### src/rtl/writeback.sv
// Writeback stage: retires ALU results to the register file and runs single
// outstanding store/load transactions on the data-memory port.
module writeback (
    input  logic        clk,
    input  logic        resetb,
    input  logic        wb_valid,
    input  logic [31:0] wb_result,
    input  logic        wb_memwr,
    input  logic        wb_alu2reg,
    input  logic        wb_mem2reg,
    input  logic [4:0]  wb_dst_sel,
    input  logic [1:0]  wb_raddr,
    input  logic [2:0]  wb_aluop,
    input  logic [31:0] wb_waddr,
    input  logic [3:0]  wb_wstrb,
    input  logic [31:0] wb_wdata,
    output logic        wb_stall,
    output logic        dmem_req,
    output logic        dmem_we,
    output logic [31:0] dmem_addr,
    output logic [3:0]  dmem_wstrb,
    output logic [31:0] dmem_wdata,
    input  logic        dmem_ready,
    input  logic        dmem_rvalid,
    input  logic [31:0] dmem_rdata,
    output logic        reg_we,
    output logic [4:0]  reg_waddr,
    output logic [31:0] reg_wdata
);

    typedef enum logic [1:0] {IDLE, ST_REQ, LD_REQ, LD_WAIT} state_t;

    state_t      state_q, state_d;
    logic [1:0]  raddr_q, raddr_d;
    logic [2:0]  aluop_q, aluop_d;
    logic [4:0]  dst_q, dst_d;
    logic        dmem_req_q, dmem_req_d;
    logic        dmem_we_q, dmem_we_d;
    logic [31:0] dmem_addr_q, dmem_addr_d;
    logic [3:0]  dmem_wstrb_q, dmem_wstrb_d;
    logic [31:0] dmem_wdata_q, dmem_wdata_d;
    logic        reg_we_q, reg_we_d;
    logic [4:0]  reg_waddr_q, reg_waddr_d;
    logic [31:0] reg_wdata_q, reg_wdata_d;
    logic        unused_addr_bits;

    // Store addresses are word-aligned on the bus; the low bits live in wstrb.
    assign unused_addr_bits = ^wb_waddr[1:0];

    function automatic logic [31:0] load_extract(input logic [31:0] rdata,
                                                 input logic [1:0]  raddr,
                                                 input logic [2:0]  aluop);
        logic [7:0]  b;
        logic [15:0] h;
        case (raddr)
            2'd0:    b = rdata[7:0];
            2'd1:    b = rdata[15:8];
            2'd2:    b = rdata[23:16];
            default: b = rdata[31:24];
        endcase
        h = raddr[1] ? rdata[31:16] : rdata[15:0];
        case (aluop)
            3'b000:  load_extract = {{24{b[7]}}, b};
            3'b001:  load_extract = {{16{h[15]}}, h};
            3'b100:  load_extract = {24'd0, b};
            3'b101:  load_extract = {16'd0, h};
            default: load_extract = rdata;
        endcase
    endfunction

    assign wb_stall = (state_q != IDLE) || (wb_valid && (wb_memwr || wb_mem2reg));

    always_comb begin
        state_d      = state_q;
        raddr_d      = raddr_q;
        aluop_d      = aluop_q;
        dst_d        = dst_q;
        dmem_req_d   = dmem_req_q;
        dmem_we_d    = dmem_we_q;
        dmem_addr_d  = dmem_addr_q;
        dmem_wstrb_d = dmem_wstrb_q;
        dmem_wdata_d = dmem_wdata_q;
        reg_we_d     = 1'b0;
        reg_waddr_d  = reg_waddr_q;
        reg_wdata_d  = reg_wdata_q;
        case (state_q)
            IDLE: begin
                if (wb_valid) begin
                    if (wb_memwr) begin
                        state_d      = ST_REQ;
                        dmem_req_d   = 1'b1;
                        dmem_we_d    = 1'b1;
                        dmem_addr_d  = {wb_waddr[31:2], 2'b00};
                        dmem_wstrb_d = wb_wstrb;
                        dmem_wdata_d = wb_wdata;
                    end else if (wb_mem2reg) begin
                        state_d      = LD_REQ;
                        dmem_req_d   = 1'b1;
                        dmem_we_d    = 1'b0;
                        dmem_addr_d  = {wb_result[31:2], 2'b00};
                        dmem_wstrb_d = 4'b0000;
                        raddr_d      = wb_raddr;
                        aluop_d      = wb_aluop;
                        dst_d        = wb_dst_sel;
                    end else if (wb_alu2reg) begin
                        reg_we_d    = (wb_dst_sel != 5'd0);
                        reg_waddr_d = wb_dst_sel;
                        reg_wdata_d = wb_result;
                    end
                end
            end
            ST_REQ: begin
                if (dmem_ready) begin
                    state_d    = IDLE;
                    dmem_req_d = 1'b0;
                end
            end
            LD_REQ: begin
                if (dmem_ready) begin
                    state_d    = LD_WAIT;
                    dmem_req_d = 1'b0;
                end
            end
            LD_WAIT: begin
                if (dmem_rvalid) begin
                    state_d     = IDLE;
                    reg_we_d    = (dst_q != 5'd0);
                    reg_waddr_d = dst_q;
                    reg_wdata_d = load_extract(dmem_rdata, raddr_q, aluop_q);
                end
            end
            default: state_d = IDLE;
        endcase
    end

    always_ff @(posedge clk or negedge resetb) begin
        if (!resetb) begin
            state_q      <= IDLE;
            raddr_q      <= 2'd0;
            aluop_q      <= 3'd0;
            dst_q        <= 5'd0;
            dmem_req_q   <= 1'b0;
            dmem_we_q    <= 1'b0;
            dmem_addr_q  <= 32'd0;
            dmem_wstrb_q <= 4'd0;
            dmem_wdata_q <= 32'd0;
            reg_we_q     <= 1'b0;
            reg_waddr_q  <= 5'd0;
            reg_wdata_q  <= 32'd0;
        end else begin
            state_q      <= state_d;
            raddr_q      <= raddr_d;
            aluop_q      <= aluop_d;
            dst_q        <= dst_d;
            dmem_req_q   <= dmem_req_d;
            dmem_we_q    <= dmem_we_d;
            dmem_addr_q  <= dmem_addr_d;
            dmem_wstrb_q <= dmem_wstrb_d;
            dmem_wdata_q <= dmem_wdata_d;
            reg_we_q     <= reg_we_d;
            reg_waddr_q  <= reg_waddr_d;
            reg_wdata_q  <= reg_wdata_d;
        end
    end

    assign dmem_req   = dmem_req_q;
    assign dmem_we    = dmem_we_q;
    assign dmem_addr  = dmem_addr_q;
    assign dmem_wstrb = dmem_wstrb_q;
    assign dmem_wdata = dmem_wdata_q;
    assign reg_we     = reg_we_q;
    assign reg_waddr  = reg_waddr_q;
    assign reg_wdata  = reg_wdata_q;

endmodule
### config.mk
export PLATFORM = sky130hd
export DESIGN_NAME = writeback
export DESIGN_NICKNAME = d
export VERILOG_FILES = /design/src/rtl/writeback.sv
export SDC_FILE = /design/constraint.sdc
export NUM_CORES = 1
export LEC_CHECK = 0
export ABC_AREA = 0
export CAP_MARGIN = 20
export CORE_UTILIZATION = 42
export CTS_CLUSTER_DIAMETER = 120
export DETAILED_ROUTE_END_ITERATION = 6
export DONT_BUFFER_PORTS = 1
export PLACE_DENSITY = 0.59
export SYNTH_ARGS = -nofsm -noshare
export SYNTH_HDL_FRONTEND = slang
export SYNTH_SLANG_ARGS = --single-unit
### constraint.sdc
create_clock -name clk -period 1.8 [get_ports clk]
set_input_delay 0.27 -clock clk [delete_from_list [all_inputs] [get_ports clk]]
set_output_delay 0.27 -clock clk [all_outputs]
set_load 0.01 [all_outputs]
### Yosys cells after proc, flatten, opt, wreduce, memory -nomap -nowiden

Cells that the tools add are included.

* flip-flop bits (word level): 120
* bits in latches: 0
* bits in writable memories: 0
* ROM bits: 0
* bits of input ports: 150
* output and inout port bits: 109
* word-level logic and storage cells: 88
* memories kept: 0

* add/subtract/negate cells: 0
* multipliers: 0
* div/mod/pow operators: 0
* $lt $le $gt $ge: 0
* equal/unequal tests: 17
* shifts and indexed selects: 0
* mux-type cells: 39
* bitwise gates (word level): 1
* reduce and logical (&&, ||, !) cells: 19

Operator list (count)
* $mux W32: 7
* $pmux W32 S4: 1
* $pmux W32 S2: 1
* $mux W5: 5
* $pmux W8 S3: 1
* $mux W16: 1
* $ne A2 B2 Y1 const B: 7
* $mux W2: 6
* $mux W1: 11
* $pmux W5 S2: 1
* $reduce_bool A5 Y1: 2
* $mux W4: 2
* $pmux W2 S4: 1
* $reduce_and A4 Y1: 2
* $reduce_bool A2 Y1: 4
* $eq A2 B2 Y1 const B: 3
* $eq A3 B3 Y1 const B: 2
* $reduce_and A3 Y1: 2
* $reduce_and A6 Y1: 1
* $reduce_and A5 Y1: 1
* $eq A2 B1 Y1 const B: 2
* $logic_not A2 Y1: 2
* $pmux W1 S2: 2
* $eq A3 B1 Y1 const B: 1
* other kinds (7): 8

### Logic depth before layout (Yosys ltp)

* depth after elaboration: 6
* depth in mapped cells: 8
* mapped depth without buffers: 6

### Least setup slack after synthesis

OpenSTA, ideal clock, no wires.

* path type: reg2reg
* start: register state_q[0]
* end: register reg_wdata_q[15], in the netlist reg_wdata[15]
* setup time: 0.164 ns
* arrival: 1.752 ns
* required time: 1.636 ns
* path slack: -0.116 ns
* stages on the path, launching flop included: 7
* buffers on the path: 1
* period minus slack after synthesis: 1.916 ns
* cells stage by stage: dfrtp_1 > inv_1 > ha_1 > clkbuf_1 > a221oi_2 > nor4b_2 > a221oi_1

* cells in the longest elaborated chain, start to end: 3
* elaborated cells on any way between the ends: 10
* those cells by class: 6 x eq/ne; 1 x mux; 3 x reduce/logical

RTL lines
* start: declaration: RTL line 33 `state_t state_q, state_d;`
* start signal: assignment: RTL line 151 `state_q <= state_d;`
* $eq A2 B2 Y1 or $logic_not A2 Y1 (tied branches): RTL line 86 `case (state_q)`
* $ne A2 B2 Y1 (no line) or $reduce_bool A2 Y1 (tied branches)
* $reduce_and A6 Y1 (no line)
* end signal: assignment: RTL line 162 `reg_wdata_q <= reg_wdata_d;`
* end: declaration: RTL line 44 `logic [31:0] reg_wdata_q, reg_wdata_d;`

Several ways; a longest one is shown, not always the timed one.
A chain may end at the register's enable or synchronous reset.

### Worst setup path in the final report

* start: register raddr_q[1]
* end: register reg_wdata_q[18], in the netlist reg_wdata[18]

* cells in the longest elaborated chain, start to end: 5
* elaborated cells on any way between the ends: 8
* those cells by class: 2 x eq/ne; 5 x mux; 1 x reduce/logical

RTL lines
* start: declaration: RTL line 34 `logic [1:0] raddr_q, raddr_d;`
* start signal: assignment: RTL line 152 `raddr_q <= raddr_d;`
* $eq A2 B2 Y1, or another cell as far along: RTL line 55 `case (raddr)`
* $pmux W8 S3: RTL line 55
* $pmux W32 S4 (*): RTL line 62 `case (aluop)`
* $mux W32 (*): RTL line 125 `if (dmem_rvalid) begin`
* $pmux W32 S2 (*): RTL line 86

Mark *: on every way between the ends. The rest lies on a longest branch, timed or not. The select of a mux whose other input is x is not followed.

==> run_results.csv <==
group,metric,value,unit
status,status,"complete, but fails checks",
status,failing_checks,"hold timing, setup timing",
layout,most-common-layout-cells,"sky130_fd_sc_hd__nand2_1 (151), sky130_fd_sc_hd__dfrtp_1 (117), sky130_fd_sc_hd__nor2_1 (56)",
place,post-dp-hpwl,12.2,mm
setup_path,worst-path-buf-inv,0,
routing,drt-pass1-iter-count,5,
clock_network,hold_buffers,48,
layout,layout-drive-gt1-share,19.0,%
global_routing,total_congestion_overflow,0,
place,port_buffers,0,
clock_network,cts_inserted_buffers,17,
layout,layout_commonest_cell,"sky130_fd_sc_hd__nand2_1",
die,initial_utilization,43.4,%
sta,timing.clock.skew,0.00946,ns
layout,ff_latch_area,0.00295,mm²
pwr,reg_power_share,38.7,%
sta,finalCriticalPeriod,1.81,ns
sta,finalSetupViolations,2,
logic_synthesis,post_synth.cell_area_avg,9.52,µm²
clock_network,clk-insertion-delay-late,0.41,ns
routing,post_detailed_route_drc_marker_count,0,
logic_synthesis,yosysWarningCount,0,
die,core_area,0.0133,mm²
routing,ant_nets,0,
pwr,switching_power_share_of_the_total,40.1,%
setup_path,worstPathCellList,"mux2i_1, a211o_1, o311a_4, a221oi_2",
sta,setup_repair_after_global_routing_missed_its_margin,"true",
sta,post-route-period-util,101,%
clock_network,ctsHtreeMaxLevel,4,
min_path,min-delay-path-class,"in2async",
logic_synthesis,ys_seq_area_share,51.2,%
setup_path,critPathMaxStageDelay,0.48,ns
setup_path,worstSetupEndpointType,"flip-flop",
logic_synthesis,post_synth_inst_count,606,
logic_synthesis,number_of_enable_flip_flop_cells_after_synthesis,0,
routing,routed-via-count,4875,
clock_network,cts.sink_count,118,
die,ios,259,
clock_network,clock_path_buffers,2,
layout,final_net_count,826,
layout,antenna_cells_inserted,0,
place,post-place-cells,767,
pwr,fin_total_pwr,14.5,mW
layout,design_area,0.00752,mm²
global_routing,grt_pass1_vias,4828,
routing,initialDrtViolationCount,414,
sta,finalHoldWorstSlack,-0.445,ns
layout,flow.area_growth_from_synthesis,30.4,%
routing,wl_per_cell,21.8,µm
clock_network,root_buffer,"sky130_fd_sc_hd__clkbuf_16",
pwr,pwr-share-clk,23.2,%
job,max_cap_violations,0,
global_routing,grt_pass1_wl,26.8,mm
setup_path,cpLargestDelayFamily,"compound AO/OA/AOI/OAI gates",
layout,final_cell_count_no_fill,861,
pwr,p_comb_share,38.0,%
setup_path,setup.worst_path.start_class,"flip-flop",
sta,timing_max_transition_violations_final,0,
die,chipWidth,119,µm
layout,post-route-util,56.6,%
logic_synthesis,distinct_cells_synth,41,
sta,hold_violations,118,
global_routing,antenna_found_initial,0,
die,die-height,119,µm
sta,maxClockFrequency,552,MHz
place,gp_congestion,0.841,
logic_synthesis,synth_top_flop_cell,"sky130_fd_sc_hd__dfrtp_1",
place,post_dp_cell_area,0.00612,mm²
pwr,max-vdd-ir-drop,0.000890,V
die,rows,42,
logic_synthesis,ys_async_sr_fraction,100,%
sta,totalNegativeSetupSlack,-0.0195,ns
clock_network,clk_pin_slew,0.06,ns
global_routing,global_route.usage.total,25.2,%
setup_path,worst_path_max_delay_cell,"sky130_fd_sc_hd__o311a_4",
logic_synthesis,ffs_latches_synth,118,
pwr,p_leak,3.42,nW
setup_path,setup.worst_path.class,"reg2reg",
clock_network,tritoncts_clock_tree,"yes",
setup_path,critPathRequiredTime,2.11,ns
routing,post_drt_via_cell_ratio,5.66,
layout,multiInputGateArea,0.00274,mm²
layout,nFillCells,1151,
setup_path,crit_arrival,2.12,ns
pwr,cell_area_power_density,1920,mW/mm²
sta,postLayoutSetupSlackWorst,-0.0114,ns
pwr,p_switching,5.80,mW
logic_synthesis,syn_area,0.00577,mm²
setup_path,worst-path-max-fanout,8,
pwr,internal_power,8.67,mW
routing,drt-total-wl,18.7,mm
global_routing,grt_start_max_net_pins,119,
die,design.die.area,0.0142,mm²
timing repair:
action                                 in CTS  in global routing
endpoints found under the hold margin     166                118
resized for setup                           8                 30
cloned                                      1                  4
buffers inserted                            2                  7
pin swaps                                   2                  6
setup endpoints to repair                  28                 43
layout make-up:
class                      count  area share (%)
clock buffer                  18            5.84
clock inverter                14            2.03
sequential                   118            39.3
inverter                      16           0.798
timing repair buffer          92            12.7
tap                          176            2.93
multi-input combinational    427            36.5
synth_stat cells (all sizes together), types with 2 or more instances:
master | number | area (µm²)
nand2 | 151 | 567
dfrtp | 118 | 2950
nor2 | 56 | 210
o21ai | 40 | 200
mux2i | 38 | 380
clkbuf | 34 | 128
a221oi | 26 | 297
a21oi | 22 | 110
mux2 | 19 | 214
inv | 16 | 60.1
buf | 13 | 76.3
o211ai | 9 | 67.6
o22ai | 9 | 56.3
a22oi | 8 | 60.1
nand2b | 8 | 50.1
a32oi | 7 | 61.3
a22o | 4 | 35.0
ha | 4 | 50.1
or4 | 3 | 22.5
a2111oi | 2 | 17.5
and2 | 2 | 12.5
nand3 | 2 | 10.0
nor4 | 2 | 12.5
path summary, 6_finish.rpt:
| check | from | end | slack, ns | cells after the start |
|---|---|---|---|---|
| worst max-delay path | raddr_q[1] | reg_wdata[18] | -0.01 | 4 |
| worst min-delay path | resetb | dst_q[4] | -0.45 | 0 |
| worst max register to register | raddr_q[1] | reg_wdata[18] | -0.01 | 4 |
| worst min register to register | dst_q[4] | dst_q[4] | 0.53 | 1 |
| max in group asynchronous | resetb | dmem_addr[16] | 2.03 | 0 |
| min in group clk | dmem_rdata[26] | reg_wdata[26] | 0.02 | 2 |
power by group through the flow:
stage          clock (mW)  combinational, mW  sequential, mW
2_1_floorplan           0               3.36            5.18
3_3_place_gp            0               4.29            5.59
3_5_place_dp            0               4.48            5.61
4_1_cts              3.43               4.79            5.59
5_1_grt              3.55               6.04            5.73
6_report             3.36               5.50            5.61
state kept, by name, summed over array words and instances, names as in the netlist:
| signal | flops |
|---|---|
| dmem_wdata | 32 |
| reg_wdata | 32 |
| dmem_addr | 30 |
| dst_q | 5 |
| reg_waddr | 5 |
| dmem_wstrb | 4 |
| aluop_q | 3 |
| raddr_q | 2 |
| state_q | 2 |
| dmem_req | 1 |
| dmem_we | 1 |
| reg_we | 1 |
kinds of logic after synthesis:
logic type | count (synthesis) | share of synthesized area [%]
simple gates | 232 | 16.6
compound gates | 131 | 16.4
flops | 118 | 51.2
buf+inv | 63 | 4.58
mux | 57 | 10.3
fa+ha+maj | 4 | 0.868
other cells | 1 | 0.0650
routing by layer:
metal | share of wire (%) | GRT usage (%) | vias up | wire, µm
met2 | 48 | 39.0 | 224 | 9060
met1 | 40 | 30.5 | 2380 | 7490
li1 | - | - | 2232 | -
met3 | 8.7 | 9.63 | 39 | 1630
met5 | 0 | 0 | - | 0
met4 | 3.1 | 12.7 | 0 | 576
per-stage QoR:
step	hold slack (ns)	setup WS (ns)
global placement	-0.0220	-0.0539
CTS	-0.465	-0.00420
floorplan	-0.0256	-0.0116
global route	-0.467	-0.0665
finish	-0.445	-0.0114
detailed placement	-0.0206	-0.112
(Power assumes the default switching activity.)
